File: src/rtl/pcs_tx_sequencer.sv
// 100BASE-T1 transmit PCS frame sequencer: paces 3B groups, inserts SSD/ESD delimiters, enforces IPG.
// Define PCS_TX_STATS_EN to add the frame/error statistics counters.
module pcs_tx_sequencer #(
   parameter int MIN_IPG = 8,
   parameter int IPG_W   = 4
) (
   input  logic        clk,
   input  logic        rst_n,
   input  logic [1:0]  tx_mode,
   input  logic        dat_valid,
   input  logic [2:0]  dat_3b,
   input  logic        dat_last,
   input  logic        dat_err,
   input  logic        scr_sx,
   output logic        dat_ready,
   output logic [1:0]  map_tx_mode,
   output logic        map_tx_enable,
   output logic [2:0]  map_sdn,
   output logic        map_sxn,
   output logic        ovr_valid,
   output logic [1:0]  ovr_ta,
   output logic [1:0]  ovr_tb,
   output logic        abort
`ifdef PCS_TX_STATS_EN
   ,
   input  logic        stats_clr,
   output logic [15:0] frame_cnt,
   output logic [7:0]  err_cnt
`endif
);

   localparam logic [1:0] MODE_SEND_Z = 2'd0;
   localparam logic [1:0] MODE_SEND_N = 2'd2;
   localparam logic [1:0] MODE_RSVD   = 2'd3;

   // Ternary pair encodings for the delimiter override
   localparam logic [1:0] TERN_P = 2'b11;
   localparam logic [1:0] TERN_Z = 2'b00;
   localparam logic [1:0] TERN_M = 2'b01;

   localparam logic [IPG_W-1:0] IPG_MAX = IPG_W'(MIN_IPG);

   typedef enum logic [3:0] {
      ST_DISABLE,
      ST_IDLE,
      ST_SSD1,
      ST_SSD2,
      ST_SSD3,
      ST_DATA,
      ST_ESD1,
      ST_ESD2,
      ST_ESD3
   } state_e;

   state_e           state_q;
   state_e           delim_next;
   logic [IPG_W-1:0] ipg_cnt_q;
   logic [IPG_W-1:0] ipg_cnt_inc;
   logic             err_q;
   logic             in_frame;
   logic             abort_evt;

   logic             dat_ready_q;
   logic [1:0]       map_tx_mode_q;
   logic             map_tx_enable_q;
   logic [2:0]       map_sdn_q;
   logic             map_sxn_q;
   logic             ovr_valid_q;
   logic [1:0]       ovr_ta_q;
   logic [1:0]       ovr_tb_q;
   logic             abort_q;

   assign in_frame = state_q inside {ST_SSD1, ST_SSD2, ST_SSD3, ST_DATA, ST_ESD1, ST_ESD2, ST_ESD3};

   // A frame is aborted either by leaving SEND_N mid-frame or by an empty upstream during DATA
   assign abort_evt = ((tx_mode != MODE_SEND_N) && in_frame) ||
                      ((tx_mode == MODE_SEND_N) && (state_q == ST_DATA) && !dat_valid);

   // Counter is advanced before the compare so the idle symbol leaving this cycle counts toward the gap
   assign ipg_cnt_inc = (ipg_cnt_q == IPG_MAX) ? ipg_cnt_q : ipg_cnt_q + 1'b1;

   always_comb begin
      // NOTE: default assigned first so every path drives delim_next and no latch is inferred
      delim_next = ST_DISABLE;
      case (state_q)
         ST_SSD1: delim_next = ST_SSD2;
         ST_SSD2: delim_next = ST_SSD3;
         ST_SSD3: delim_next = ST_DATA;
         ST_ESD1: delim_next = ST_ESD2;
         ST_ESD2: delim_next = ST_ESD3;
         default: delim_next = ST_DISABLE;
      endcase
   end

   always_ff @(posedge clk or negedge rst_n) begin
      if (!rst_n) begin
         state_q         <= ST_DISABLE;
         ipg_cnt_q       <= IPG_MAX;
         err_q           <= 1'b0;
         dat_ready_q     <= 1'b0;
         map_tx_mode_q   <= MODE_SEND_Z;
         map_tx_enable_q <= 1'b0;
         map_sdn_q       <= 3'd0;
         map_sxn_q       <= 1'b0;
         ovr_valid_q     <= 1'b0;
         ovr_ta_q        <= TERN_Z;
         ovr_tb_q        <= TERN_Z;
         abort_q         <= 1'b0;
      end else begin
         // NOTE: non-blocking defaults make every output a one-cycle registered value unless overridden below
         dat_ready_q     <= 1'b0;
         map_tx_mode_q   <= MODE_SEND_N;
         map_tx_enable_q <= 1'b0;
         map_sdn_q       <= 3'd0;
         map_sxn_q       <= scr_sx;
         ovr_valid_q     <= 1'b0;
         ovr_ta_q        <= TERN_Z;
         ovr_tb_q        <= TERN_Z;
         abort_q         <= abort_evt;

         if (tx_mode != MODE_SEND_N) begin
            state_q       <= ST_DISABLE;
            ipg_cnt_q     <= '0;
            map_tx_mode_q <= (tx_mode == MODE_RSVD) ? MODE_SEND_Z : tx_mode;
            map_sxn_q     <= 1'b0;
         end else begin
            unique case (state_q)
               ST_DISABLE: begin
                  state_q   <= ST_IDLE;
                  ipg_cnt_q <= '0;
               end

               ST_IDLE: begin
                  ipg_cnt_q <= ipg_cnt_inc;
                  if (dat_valid && (ipg_cnt_inc == IPG_MAX)) begin
                     state_q <= ST_SSD1;
                     err_q   <= 1'b0;
                  end
               end

               ST_SSD1, ST_SSD2, ST_SSD3, ST_ESD1, ST_ESD2: begin
                  map_tx_enable_q <= 1'b1;
                  ovr_valid_q     <= 1'b1;
                  ovr_ta_q        <= TERN_P;
                  ovr_tb_q        <= TERN_P;
                  dat_ready_q     <= (state_q == ST_SSD3);
                  state_q         <= delim_next;
               end

               ST_DATA: begin
                  map_tx_enable_q <= 1'b1;
                  if (dat_valid) begin
                     map_sdn_q <= dat_3b;
                     err_q     <= err_q | dat_err;
                     if (dat_last) begin
                        state_q <= ST_ESD1;
                     end else begin
                        dat_ready_q <= 1'b1;
                     end
                  end else begin
                     // Underrun: ESD1 goes out on this edge so no empty symbol is sent
                     err_q       <= 1'b1;
                     ovr_valid_q <= 1'b1;
                     ovr_ta_q    <= TERN_P;
                     ovr_tb_q    <= TERN_P;
                     state_q     <= ST_ESD2;
                  end
               end

               ST_ESD3: begin
                  map_tx_enable_q <= 1'b1;
                  ovr_valid_q     <= 1'b1;
                  ovr_ta_q        <= err_q ? TERN_M : TERN_P;
                  ovr_tb_q        <= err_q ? TERN_P : TERN_M;
                  state_q         <= ST_IDLE;
                  ipg_cnt_q       <= '0;
               end

               default: begin
                  state_q <= ST_DISABLE;
               end
            endcase
         end
      end
   end

   assign dat_ready     = dat_ready_q;
   assign map_tx_mode   = map_tx_mode_q;
   assign map_tx_enable = map_tx_enable_q;
   assign map_sdn       = map_sdn_q;
   assign map_sxn       = map_sxn_q;
   assign ovr_valid     = ovr_valid_q;
   assign ovr_ta        = ovr_ta_q;
   assign ovr_tb        = ovr_tb_q;
   assign abort         = abort_q;

`ifdef PCS_TX_STATS_EN
   logic [15:0] frame_cnt_q;
   logic [7:0]  err_cnt_q;
   logic        esd3_evt;
   logic        err_evt;

   assign esd3_evt = (tx_mode == MODE_SEND_N) && (state_q == ST_ESD3);
   assign err_evt  = (esd3_evt && err_q) || abort_evt;

   always_ff @(posedge clk or negedge rst_n) begin
      if (!rst_n) begin
         frame_cnt_q <= '0;
         err_cnt_q   <= '0;
      end else if (stats_clr) begin
         frame_cnt_q <= '0;
         err_cnt_q   <= '0;
      end else begin
         if (esd3_evt && (frame_cnt_q != '1)) frame_cnt_q <= frame_cnt_q + 1'b1;
         if (err_evt && (err_cnt_q != '1))    err_cnt_q   <= err_cnt_q + 1'b1;
      end
   end

   assign frame_cnt = frame_cnt_q;
   assign err_cnt   = err_cnt_q;
`endif

endmodule

File: config.mk
export PLATFORM = sky130hd
export DESIGN_NAME = pcs_tx_sequencer
export DESIGN_NICKNAME = d
export VERILOG_FILES = /design/src/rtl/pcs_tx_sequencer.sv
export SDC_FILE = /design/constraint.sdc
export NUM_CORES = 1
export LEC_CHECK = 0
export CELL_PAD_IN_SITES_DETAIL_PLACEMENT = 1
export CELL_PAD_IN_SITES_GLOBAL_PLACEMENT = 1
export CORE_MARGIN = 2
export CORE_UTILIZATION = 42
export CTS_BUF_LIST = sky130_fd_sc_hd__clkbuf_2
export CTS_CLUSTER_SIZE = 28
export DETAILED_ROUTE_END_ITERATION = 16
export GPL_TIMING_DRIVEN = 1
export PLACE_DENSITY = 0.85
export SETUP_SLACK_MARGIN = 0.4
export SLEW_MARGIN = 20
export SYNTH_ARGS = -nofsm -noshare
export SYNTH_HDL_FRONTEND = slang
export SYNTH_SLANG_ARGS = --single-unit
File: constraint.sdc
create_clock -name clk -period 2.75 [get_ports clk]
set_clock_uncertainty 0.05 [all_clocks]
set_input_delay 0.55 -clock clk [delete_from_list [all_inputs] [get_ports clk]]
set_output_delay 0.55 -clock clk [all_outputs]
set_load 0.03 [all_outputs]
==> run summary, run 1 <==
* initial antenna violation count: 0
* share of the synthesized area in the top cell type: 49.9%
* number of antenna cells inserted: 0
* number of core rows: 18
* crit share post-route: 76.9%
* effective utilization at floorplan: 43.3%
* mean post-synth cell area: 10.3 µm²
* synthesized area: 1050 µm²
* biggest area contributors in the synthesized netlist: sky130_fd_sc_hd__dfrtp_1 50%, sky130_fd_sc_hd__a21oi_1 3.8%, sky130_fd_sc_hd__nor2_1 3.6%
* endpoint type of the worst setup path: register
* hold violation count in the final report: 0
* post-CTS clock slew at the launch and capture registers of the worst setup and hold paths: 0.23 ns
* result of the run: completed
* total clock buffers created by CTS: 3
* floorplan core area: 2430 µm²
* origin of the worst setup path: ipg_cnt_q[0]
* Max Transition Viols Final: 0
* Die ar.: 2920 µm²
* setup fix buffers added after clock tree synthesis: 0
* Final min period: 2.12 ns
* sequential area share after synthesis: 52.4%
* Buffers on Ports: 24
* Clk pwr share: 36.2%
* wire length per cell: 15.4 µm
* Yosys reg bits: 22
* HP Class: primary input to async pin
* share of synthesized flip-flops with an asynchronous set or reset: 100%
* total overflow reported by the global router: 0
* Switching Share: 23.5%
* post-route total power: 0.640 mW
* # fillers: 269
* clock root buffer: sky130_fd_sc_hd__clkbuf_2
* arrival time worst endpoint: 2.36 ns
* Max rail drop VDD: 0.291 mV
* Post-synth EDFFs: 0
* Static Leakage: 0.578 nW
* headroom to the max-slew limit: 63.8%
* # hold bufs at CTS: 0
* total global routing track utilization: 18.5%
* total cell area at the placement stage: 1320 µm²
* post-route antenna net violation count: 0
* pin count of the biggest net entering global routing: 23
* startpoint of the most critical register-to-register path: ipg_cnt_q[0]
* Yosys Warn Count: 0
* DPL Wire Length: 1.80 mm
* number of clock sinks seen by CTS: 22
* sequential fraction of design power: 53.0%
* Synth Net Count: 115
* synthesized instance count: 102
* type of element launching the critical path: register
* slew at the pin closest to its max-slew limit: 0.540 ns
* Placed Cells: 153
* DRC marker count from the first detailed-route iteration: 12
* number of top-level design ports: 25
* post-synth cell types: 35
* post-route core utilization: 56.0%
* net switching power: 0.150 mW
* required time of the worst setup path: 3.00 ns
* Achievable Freq: 0.473 GHz
* number of levels in the clock H-tree: 1
* most common cell in the netlist: sky130_fd_sc_hd__dfrtp_1
* wire length of the first global-routing pass: 3.88 mm
* Skew-Pair Late Insertion Delay: 0.34 ns
* die boundary width: 54.1 µm
* Setup TNS: 0 ns
* part of the total power dissipated in combinational logic: 10.8%
* area of all placed cells without fillers: 1360 µm²
* internal power: 0.489 mW
* number of cells upsized or downsized after cts: 0
* placer's final routability congestion estimate: 0.829
* vias in the first global route: 807
* Layout area overhead: 29.5%
* Worst Setup Path Type: register to register
* share of post-route cells with drive strength above 1: 11.0%
* overall die height: 54.1 µm
* Finished Layout Cells: 157
* Total Nets Final: 141
* unrepaired setup endpoints after global routing: false
* Main synth FF type: sky130_fd_sc_hd__dfrtp_1
* maxcap violations: 0
* sum of routed wire length over all layers: 2.41 mm
* number of vias per cell after detailed routing: 5.24
* dominant cell type by area after synthesis: sky130_fd_sc_hd__dfrtp_1
* Post-synth top cells: 21 x sky130_fd_sc_hd__dfrtp_1, 10 x sky130_fd_sc_hd__nor2_1, 9 x sky130_fd_sc_hd__nand2_1
* TritonRoute pass-1 iters: 3
* PwrDens: 469 nW/µm²
* Worst Path Max Fanout: 6
* vias after detailed routing: 823
* final setup fails: 0
* maximum number of buffers from clock root to sink: 2
* post-route DRC violation count: 0
* TritonCTS clock tree: built
cell families (layout without fill, tap and decap cells):
group                      after synthesis  in the layout  share of synthesized area, %
xor gates and xnor gates                 4              4                          3.33
muxes                                    2              2                          1.90
DFF                                     22             22                          52.4
AOI/OAI and AO/OA                       20             20                          14.6
buffers and inverters                    8             33                          3.33
and+or+nand+nor                         44             44                          22.0
adders and majority gates                2              2                          2.38
power by group through the flow:
| stage | Clock, mW | Sequential (mW) | Combinational, mW |
|---|---|---|---|
| after floorplan | 0 | 0.349 | 0.0278 |
| after detailed placement | 0 | 0.345 | 0.0697 |
| final | 0.232 | 0.339 | 0.0689 |
| after global routing | 0.244 | 0.340 | 0.0753 |
| after CTS | 0.235 | 0.339 | 0.0700 |
| after global placement | 0 | 0.344 | 0.0667 |
final cells by class:
class | count | area (µm²) | share of cell area [%]
timing repair buffer | 25 | 248 | 18.2
clock buffer | 3 | 15.0 | 1.10
sequential | 22 | 552 | 40.5
inverter | 4 | 15.0 | 1.10
tap | 30 | 37.5 | 2.75
clock inverter | 1 | 30.0 | 2.20
multi-input combinational | 72 | 465 | 34.2
worst max-delay path, cell delays in order, from the launching register on:
cell and delay, ns:
sky130_fd_sc_hd__dfrtp_1 0.49, sky130_fd_sc_hd__inv_1 0.12, sky130_fd_sc_hd__ha_1 0.22, sky130_fd_sc_hd__a21oi_2 0.10, sky130_fd_sc_hd__a2111oi_4 0.37, sky130_fd_sc_hd__o21ai_2 0.14, sky130_fd_sc_hd__a2111oi_2 0.39, sky130_fd_sc_hd__o22a_1 0.19
cells in the final DEF, fill, tap and decap left out, drive strengths merged:
| cell type | instances |
|---|---|
| a2111oi | 2 |
| a21oi | 9 |
| a22oi | 1 |
| a31oi | 1 |
| and2 | 4 |
| and3 | 2 |
| buf | 1 |
| bufinv | 1 |
| clkbuf | 3 |
| clkdlybuf4s50 | 24 |
| dfrtp | 21 |
| dfstp | 1 |
| ha | 2 |
| inv | 4 |
| mux2i | 2 |
| nand2 | 9 |
| nand2b | 5 |
| nand3 | 2 |
| nand4 | 1 |
| nand4bb | 1 |
| nor2 | 10 |
| nor2b | 2 |
| nor3 | 4 |
| o21a | 1 |
| o21ai | 3 |
| o22a | 1 |
| o22ai | 1 |
| o31ai | 1 |
| or2 | 3 |
| or4 | 1 |
| xnor2 | 1 |
| xor2 | 3 |
worst paths after layout:
path | to | slack (ns) | cells after the start
max reg2reg | err_q | 0.63 | 7
max | err_q | 0.63 | 7
min in group clk | ovr_ta[1] | 0.55 | 2
min reg2reg | ovr_ta[1] | 0.55 | 2
max in group asynchronous | ipg_cnt_q[3] | 1.91 | 2
min | map_sxn | 0.46 | 2
flip-flops by register name (all words and copies together), names as in the netlist, 2 cells and up:
| register | count |
|---|---|
| ipg_cnt_q | 4 |
| state_q | 4 |
| map_sdn | 3 |
| map_tx_mode | 2 |
| ovr_tb | 2 |
routing by layer:
layer,vias up,track usage [%],share of wire (%)
met5,-,0,0
met4,0,5.83,1.1
met3,3,3.61,3.1
met2,14,31.1,50
met1,408,23.8,46
li1,398,-,-
per-stage QoR:
stage / setup WS, ns / hold WS [ns]
after global routing: 0.478 / 0.456
final: 0.634 / 0.461
after floorplan: 0.912 / 0.204
after global placement: 0.567 / 0.480
after detailed placement: 0.438 / 0.511
after CTS: 0.655 / 0.460
(Power assumes the default switching activity.)
==> run 2, diff against run 1 <==
--- a/config.mk
+++ b/config.mk
@@ -7,13 +7,14 @@
 export LEC_CHECK = 0
 export CELL_PAD_IN_SITES_DETAIL_PLACEMENT = 1
 export CELL_PAD_IN_SITES_GLOBAL_PLACEMENT = 1
+export CORE_ASPECT_RATIO = 0.5
 export CORE_MARGIN = 2
-export CORE_UTILIZATION = 42
+export CORE_UTILIZATION = 35
 export CTS_BUF_LIST = sky130_fd_sc_hd__clkbuf_2
 export CTS_CLUSTER_SIZE = 28
 export DETAILED_ROUTE_END_ITERATION = 16
 export GPL_TIMING_DRIVEN = 1
-export PLACE_DENSITY = 0.85
+export PLACE_DENSITY = 0.75
 export SETUP_SLACK_MARGIN = 0.4
 export SLEW_MARGIN = 20
 export SYNTH_ARGS = -nofsm -noshare
==> constraint.sdc (replaced) <==
create_clock -name clk -period 1.71 [get_ports clk]
set_clock_uncertainty 0.05 [all_clocks]
set_input_delay 0.342 -clock clk [delete_from_list [all_inputs] [get_ports clk]]
set_output_delay 0.342 -clock clk [all_outputs]
set_load 0.03 [all_outputs]
==> run 2 against run 1 <==
The flow now finishes with violations (negative setup slack). Sequential share of layout area shrank 9.7 points. Combinational power grew to 2.8 times the previous value. Utilization grew 11 points. First-iteration DRC count grew 140%. Via count grew 19%. Final cell count grew 24%. Power grew 51%. Critical path type unchanged.
==> run summary, run 2 (synthesized netlist as in run 1, its figures left out) <==
* result of the run: finished, violations left
* failing checks: negative setup slack
* total global routing track utilization: 20.8%, +2.3 points
* vias in the first global route: 1059, +31%
* number of antenna cells inserted: 0, unchanged
* Max rail drop VDD: 0.363 mV, +25%
* Worst Setup Path Type: register to register
* Worst Path Max Fanout: 3, -3
* TritonRoute pass-1 iters: 4, +1
* HP Class: primary input to register
* most frequent cells in the layout: 24 x sky130_fd_sc_hd__buf_4, 20 x sky130_fd_sc_hd__buf_6, 17 x sky130_fd_sc_hd__dfrtp_1
* post-route antenna net violation count: 0, unchanged
* Setup TNS: -0.533 ns, -0.533 ns
* Max Transition Viols Final: 0, unchanged
* DRC marker count from the first detailed-route iteration: 29, +17
* Crit path largest cell delay: 0.49 ns, about the same
* initial antenna violation count: 0, unchanged
* Achievable Freq: 0.524 GHz, +11%
* DPL Wire Length: 2.12 mm, +18%
* total cell area at the placement stage: 1510 µm², +14%
* clock root buffer: sky130_fd_sc_hd__clkbuf_2
* post-route DRC violation count: 0, unchanged
* endpoint type of the worst setup path: register
* Final min period: 1.91 ns, -0.207 ns
* type of element launching the critical path: register
* post-CTS clock slew at the launch and capture registers of the worst setup and hold paths: 0.21 ns, -0.02 ns
* number of top-level design ports: 25, unchanged
* final worst slack: -0.199 ns, -0.833 ns
* list of cells traversed by the critical path: inv_2, ha_4, a21oi_4, a2111oi_4, o21ai_2, buf_4, buf_6, nand2_4, and3_1
* Die ar.: 3490 µm², +19%
* worst hold slack across all endpoints: 0.200 ns, -0.261 ns
* top cell family by delay on the critical path: compound AO/OA/AOI/OAI gates
* unrepaired setup endpoints after global routing: true
* Worst Reg2Reg Path Length in Cells: 9, +2
* number of levels in the clock H-tree: 1, unchanged
* required time of the worst setup path: 1.96 ns, -1.04 ns
* most common library cell in the layout ignoring fill and taps: sky130_fd_sc_hd__buf_4
* area of all placed cells without fillers: 1810 µm², +33%
* overall die height: 42.8 µm, -21%
* wire length per cell: 19.7 µm, +28%
* sum of routed wire length over all layers: 3.82 mm, +58%
* die boundary width: 81.5 µm, +51%
* setup slack on the worst flop-to-flop path: -0.20 ns, -0.83 ns
* Finished Layout Cells: 194, +24%
* Static Leakage: 0.813 nW, +41%
* vias after detailed routing: 976, +19%
* slew at the pin closest to its max-slew limit: 0.358 ns, -0.182 ns
* maxcap violations: 0, unchanged
* Skew-Pair Late Insertion Delay: 0.34 ns, about the same
* Total Nets Final: 171, +21%
* total overflow reported by the global router: 0, unchanged
* floorplan core area: 2720 µm², +12%
* arrival time worst endpoint: 2.16 ns, -0.20 ns
* placer's final routability congestion estimate: 0.793, -4.4%
* pin count of the biggest net entering global routing: 23, unchanged
* number of vias per cell after detailed routing: 5.03, -4.0%
* count of cell instances traversed by the critical path: 9, +2
* wire length of the first global-routing pass: 5.29 mm, +36%
* maximum number of buffers from clock root to sink: 2, unchanged
* Buffers on Ports: 24, unchanged
* # fillers: 289, +7.4%
* crit share post-route: 112%, +35 points
* number of clock sinks seen by CTS: 22, unchanged
* Buf+Inv Stages, Crit Path: 3, +2
* hold violation count in the final report: 0, unchanged
* cell with the largest stage delay on the worst path: sky130_fd_sc_hd__dfrtp_2
* Layout area overhead: 71.9%
* Hold Path Stages: 2
* total clock buffers created by CTS: 3, unchanged
* number of core rows: 13, -5
* TritonCTS clock tree: built
* share of post-route cells with drive strength above 1: 55.4%, +44 points
* effective utilization at floorplan: 38.7%, -4.5 points
* headroom to the max-slew limit: 76.0%, +12 points
* final setup fails: 3, +3
* post-route core utilization: 66.6%, +11 points
* PwrDens: 535 nW/µm², +14%
* Placed Cells: 175, +14%
run 2: cell count changes in the layout (fill, tap and decap cells not counted), moves of 4 or more:
cell and change:
sky130_fd_sc_hd__buf_6 +20, sky130_fd_sc_hd__clkdlybuf4s50_1 -15, sky130_fd_sc_hd__buf_4 +23, sky130_fd_sc_hd__dfrtp_2 +4, sky130_fd_sc_hd__nand2b_4 +4, sky130_fd_sc_hd__a21oi_1 -5
sky130_fd_sc_hd__dfrtp_1 -4, sky130_fd_sc_hd__nand2b_1 -4, sky130_fd_sc_hd__a21oi_2 +4
run 2: power by group:
group          total (mW)  switching (mW)  internal, mW
Combinational       0.196          0.0961         0.100
Sequential          0.545          0.0110         0.534
Clock               0.227           0.165        0.0618
run 2: repair_timing:
action	CTS	global route
cloned	0	0
resized for setup	101	39
setup buffers	7	8
hold buffers	0	0
endpoints found under the setup margin	33	27
pin swaps	7	7
run 2: worst reg2reg max path, cell delays in order (launching register included):
cell and delay (ns):
sky130_fd_sc_hd__dfrtp_2 0.49, sky130_fd_sc_hd__inv_2 0.09, sky130_fd_sc_hd__ha_4 0.15, sky130_fd_sc_hd__a21oi_4 0.07, sky130_fd_sc_hd__a2111oi_4 0.37, sky130_fd_sc_hd__o21ai_2 0.15, sky130_fd_sc_hd__buf_4 0.16, sky130_fd_sc_hd__buf_6 0.11
sky130_fd_sc_hd__nand2_4 0.08, sky130_fd_sc_hd__and3_1 0.15
run 2: stage by stage:
step	power (mW)	setup slack, ns
after floorplan	0.613	0.00624
after global placement	0.682	-0.115
after detailed placement	0.686	-0.180
after CTS	0.931	-0.106
after global routing	1.02	-0.244
final	0.968	-0.199
run 2: layout make-up:
type                            instances  area [µm²]  area share (%)
Clock buffer                            4        20.0            1.11
Inverter                                4        15.0           0.830
Multi-Input combinational cell         72         643            35.5
Timing Repair Buffer                   55         528            29.2
Sequential cell                        22         557            30.8
Tap cell                               37        46.3            2.56
run 2: final timing paths:
kind / from / to
hold reg to reg: err_q / err_q
hold / removal: tx_mode[1] / map_tx_mode[0]
max in group asynchronous: rst_n / ipg_cnt_q[3]
setup / recovery: ipg_cnt_q[0] / state_q[1]
min in group asynchronous: rst_n / err_q
setup reg to reg: ipg_cnt_q[0] / state_q[1]
run 2: routing by layer:
layer | global-route usage, % | wire, µm
met5 | 0 | 0
met4 | 5.42 | 68
met3 | 5.53 | 167
met2 | 34.4 | 1830
met1 | 27.0 | 1750
==> run 3, diff against run 2 <==
--- a/config.mk
+++ b/config.mk
@@ -11,10 +11,10 @@
 export CORE_MARGIN = 2
 export CORE_UTILIZATION = 35
 export CTS_BUF_LIST = sky130_fd_sc_hd__clkbuf_2
-export CTS_CLUSTER_SIZE = 28
+export CTS_CLUSTER_SIZE = 14
 export DETAILED_ROUTE_END_ITERATION = 16
 export GPL_TIMING_DRIVEN = 1
-export PLACE_DENSITY = 0.75
+export PLACE_DENSITY = 0.82
 export SETUP_SLACK_MARGIN = 0.4
 export SLEW_MARGIN = 20
 export SYNTH_ARGS = -nofsm -noshare
==> run 3 against run 2 <==
The run still ends with negative setup slack left. Global-route usage increased by 0.39 points. Critical path depth decreased by 2. Routed wire length increased by 0.31%. Combinational power decreased by 6%. Via count increased by 1.4%. Design area decreased by 2.2%. Final cell count decreased by 1.0%. Die area unchanged. Maximum frequency increased by 4.1%. Power decreased by 2.0%. Critical endpoint is now err_q. Largest cell class unchanged. Largest power group unchanged. Highest routed layer unchanged.
==> run summary, run 3 (synthesized netlist as in run 1, its figures left out) <==
* result of the run: finished, violations left
* failing checks: negative setup slack
* Final min period: 1.83 ns, -0.0744 ns
* TritonRoute pass-1 iters: 4, unchanged
* number of core rows: 13, unchanged
* cell with the largest stage delay on the worst path: sky130_fd_sc_hd__dfrtp_1
* list of cells traversed by the critical path: inv_2, ha_4, a21oi_4, a2111oi_4, o21ai_2, a2111oi_2, o22a_1
* share of post-route cells with drive strength above 1: 52.9%, -2.5 points
* Worst Setup Path Type: register to register
* post-route DRC violation count: 0, unchanged
* area of the multi-input gates: 619 µm², -3.7%
* die boundary width: 81.5 µm, unchanged
* number of vias per cell after detailed routing: 5.16, +2.5%
* M2 GR Usage: 37.4%, +3.0 points
* final worst slack: -0.125 ns, +0.0744 ns
* PwrDens: 537 nW/µm², +0.27%
* DRC marker count from the first detailed-route iteration: 29, unchanged
* number of clock sinks seen by CTS: 22, unchanged
* number of top-level design ports: 25, unchanged
* post-CTS clock slew at the launch and capture registers of the worst setup and hold paths: 0.21 ns, about the same
* Buf+Inv Stages, Crit Path: 1, -2
* Placed Cells: 172, -1.7%
* sum of routed wire length over all layers: 3.83 mm, +0.31%
* vias in the first global route: 990, -6.5%
* # fillers: 274, -5.2%
* effective utilization at floorplan: 38.7%, unchanged
* most frequent cells in the layout: 23 x sky130_fd_sc_hd__buf_4, 18 x sky130_fd_sc_hd__dfrtp_1, 18 x sky130_fd_sc_hd__buf_6
* required time of the worst setup path: 1.97 ns, about the same
* Max Transition Viols Final: 0, unchanged
* number of antenna cells inserted: 0, unchanged
* Finished Layout Cells: 192, -1.0%
* hold violation count in the final report: 0, unchanged
* met1 demand-to-capacity share in global routing: 26.1%, -0.87 points
* floorplan core area: 2720 µm², unchanged
* clock root buffer: sky130_fd_sc_hd__clkbuf_2
* top cell family by delay on the critical path: compound AO/OA/AOI/OAI gates
* type of element launching the critical path: register
* Achievable Freq: 0.545 GHz, +4.1%
* total clock buffers created by CTS: 3, unchanged
* final setup fails: 3, unchanged
* Skew-Pair Late Insertion Delay: 0.35 ns, about the same
* total overflow reported by the global router: 0, unchanged
* wire length of the first global-routing pass: 5.22 mm, -1.3%
* Die ar.: 3490 µm², unchanged
* slew at the pin closest to its max-slew limit: 0.335 ns, -0.0232 ns
* Worst Path Max Fanout: 3, unchanged
* crit share post-route: 107%, -4.4 points
* endpoint type of the worst setup path: register
* initial antenna violation count: 0, unchanged
* HP Class: primary input to async pin
* Layout area overhead: 68.1%
* vias after detailed routing: 990, +1.4%
* wire length per cell: 19.9 µm, +1.4%
* post-route antenna net violation count: 0, unchanged
* Buffers on Ports: 24, unchanged
* Static Leakage: 0.781 nW, -3.9%
* pin count of the biggest net entering global routing: 23, unchanged
* unrepaired setup endpoints after global routing: true
* Max rail drop VDD: 0.513 mV, +41%
* overall die height: 42.8 µm, unchanged
* maximum number of buffers from clock root to sink: 2, unchanged
* TritonCTS clock tree: built
* placer's final routability congestion estimate: 0.806, +1.6%
* DPL Wire Length: 2.04 mm, -3.6%
* total global routing track utilization: 21.2%, +0.39 points
* most common library cell in the layout ignoring fill and taps: sky130_fd_sc_hd__buf_4
* area occupied by registers: 556 µm², -0.22%
* Crit path largest cell delay: 0.48 ns, about the same
* GRT Max-Usage Layer: met2
* global routing met3 resource utilization: 3.83%, -1.7 points
* maxcap violations: 0, unchanged
* headroom to the max-slew limit: 77.6%, +1.6 points
* Total Nets Final: 169, -1.2%
* worst hold slack across all endpoints: 0.252 ns, +0.0524 ns
* arrival time worst endpoint: 2.09 ns, -0.07 ns
* number of levels in the clock H-tree: 1, unchanged
run 3: worst register-to-register path, delay by kind of cell, from the launching register on:
family | cells | cell delay [ns]
DFF | 1 | 0.48
buffers and inverters | 1 | 0.10
adders and majority gates | 1 | 0.16
AOI/OAI and AO/OA | 5 | 0.99
run 3: what timing repair did:
| action | 4_1_cts | 5_1_grt |
|---|---|---|
| cloned | 0 | 0 |
| hold endpoints to repair | 0 | 0 |
| pin swaps | 9 | 12 |
| hold buffers | 0 | 0 |
| endpoints found under the setup margin | 31 | 28 |
| resized for setup | 114 | 13 |
| setup buffers | 7 | 9 |
run 3: path summary, 6_finish.rpt:
check	startpoint	endpoint	slack, ns	cells after the start
max	ipg_cnt_q[0]	err_q	-0.12	7
min	rst_n	ipg_cnt_q[2]	0.25	2
max reg2reg	ipg_cnt_q[0]	err_q	-0.12	7
min reg2reg	err_q	ovr_tb[1]	0.55	2
max in group asynchronous	rst_n	ipg_cnt_q[3]	1.09	2
min in group clk	tx_mode[1]	map_tx_mode[0]	0.31	2
run 3: layer usage:
metal,vias to the layer above,wire [µm]
met2,15,2010
li1,458,-
met4,0,99
met5,-,0
met1,508,1610
met3,9,107
run 3: through the flow:
stage               util, %  worst slack (ns)  area (µm²)  setup TNS [ns]  power (mW)
floorplan                 -           0.00624        1130               0       0.613
global placement       54.6            -0.103        1480          -0.153       0.680
detailed placement     54.6            -0.140        1480          -0.313       0.685
CTS                    59.9           -0.0405        1630         -0.0405       0.923
global route           65.1            -0.227        1770          -0.526       0.989
finish                 65.1            -0.125        1770          -0.252       0.950
run 3: final cells by class:
type | count | share of cell area (%)
sequential | 22 | 31.4
clock buffer | 3 | 0.849
timing repair buffer | 53 | 29.1
multi-input combinational | 72 | 35.0
clock inverter | 1 | 0.212
inverter | 4 | 0.849
tap | 37 | 2.62
run 3: power by group:
group          switching [mW]  internal [mW]
logic                  0.0929         0.0914
clock network           0.169         0.0508
registers              0.0115          0.534
total                   0.274          0.676
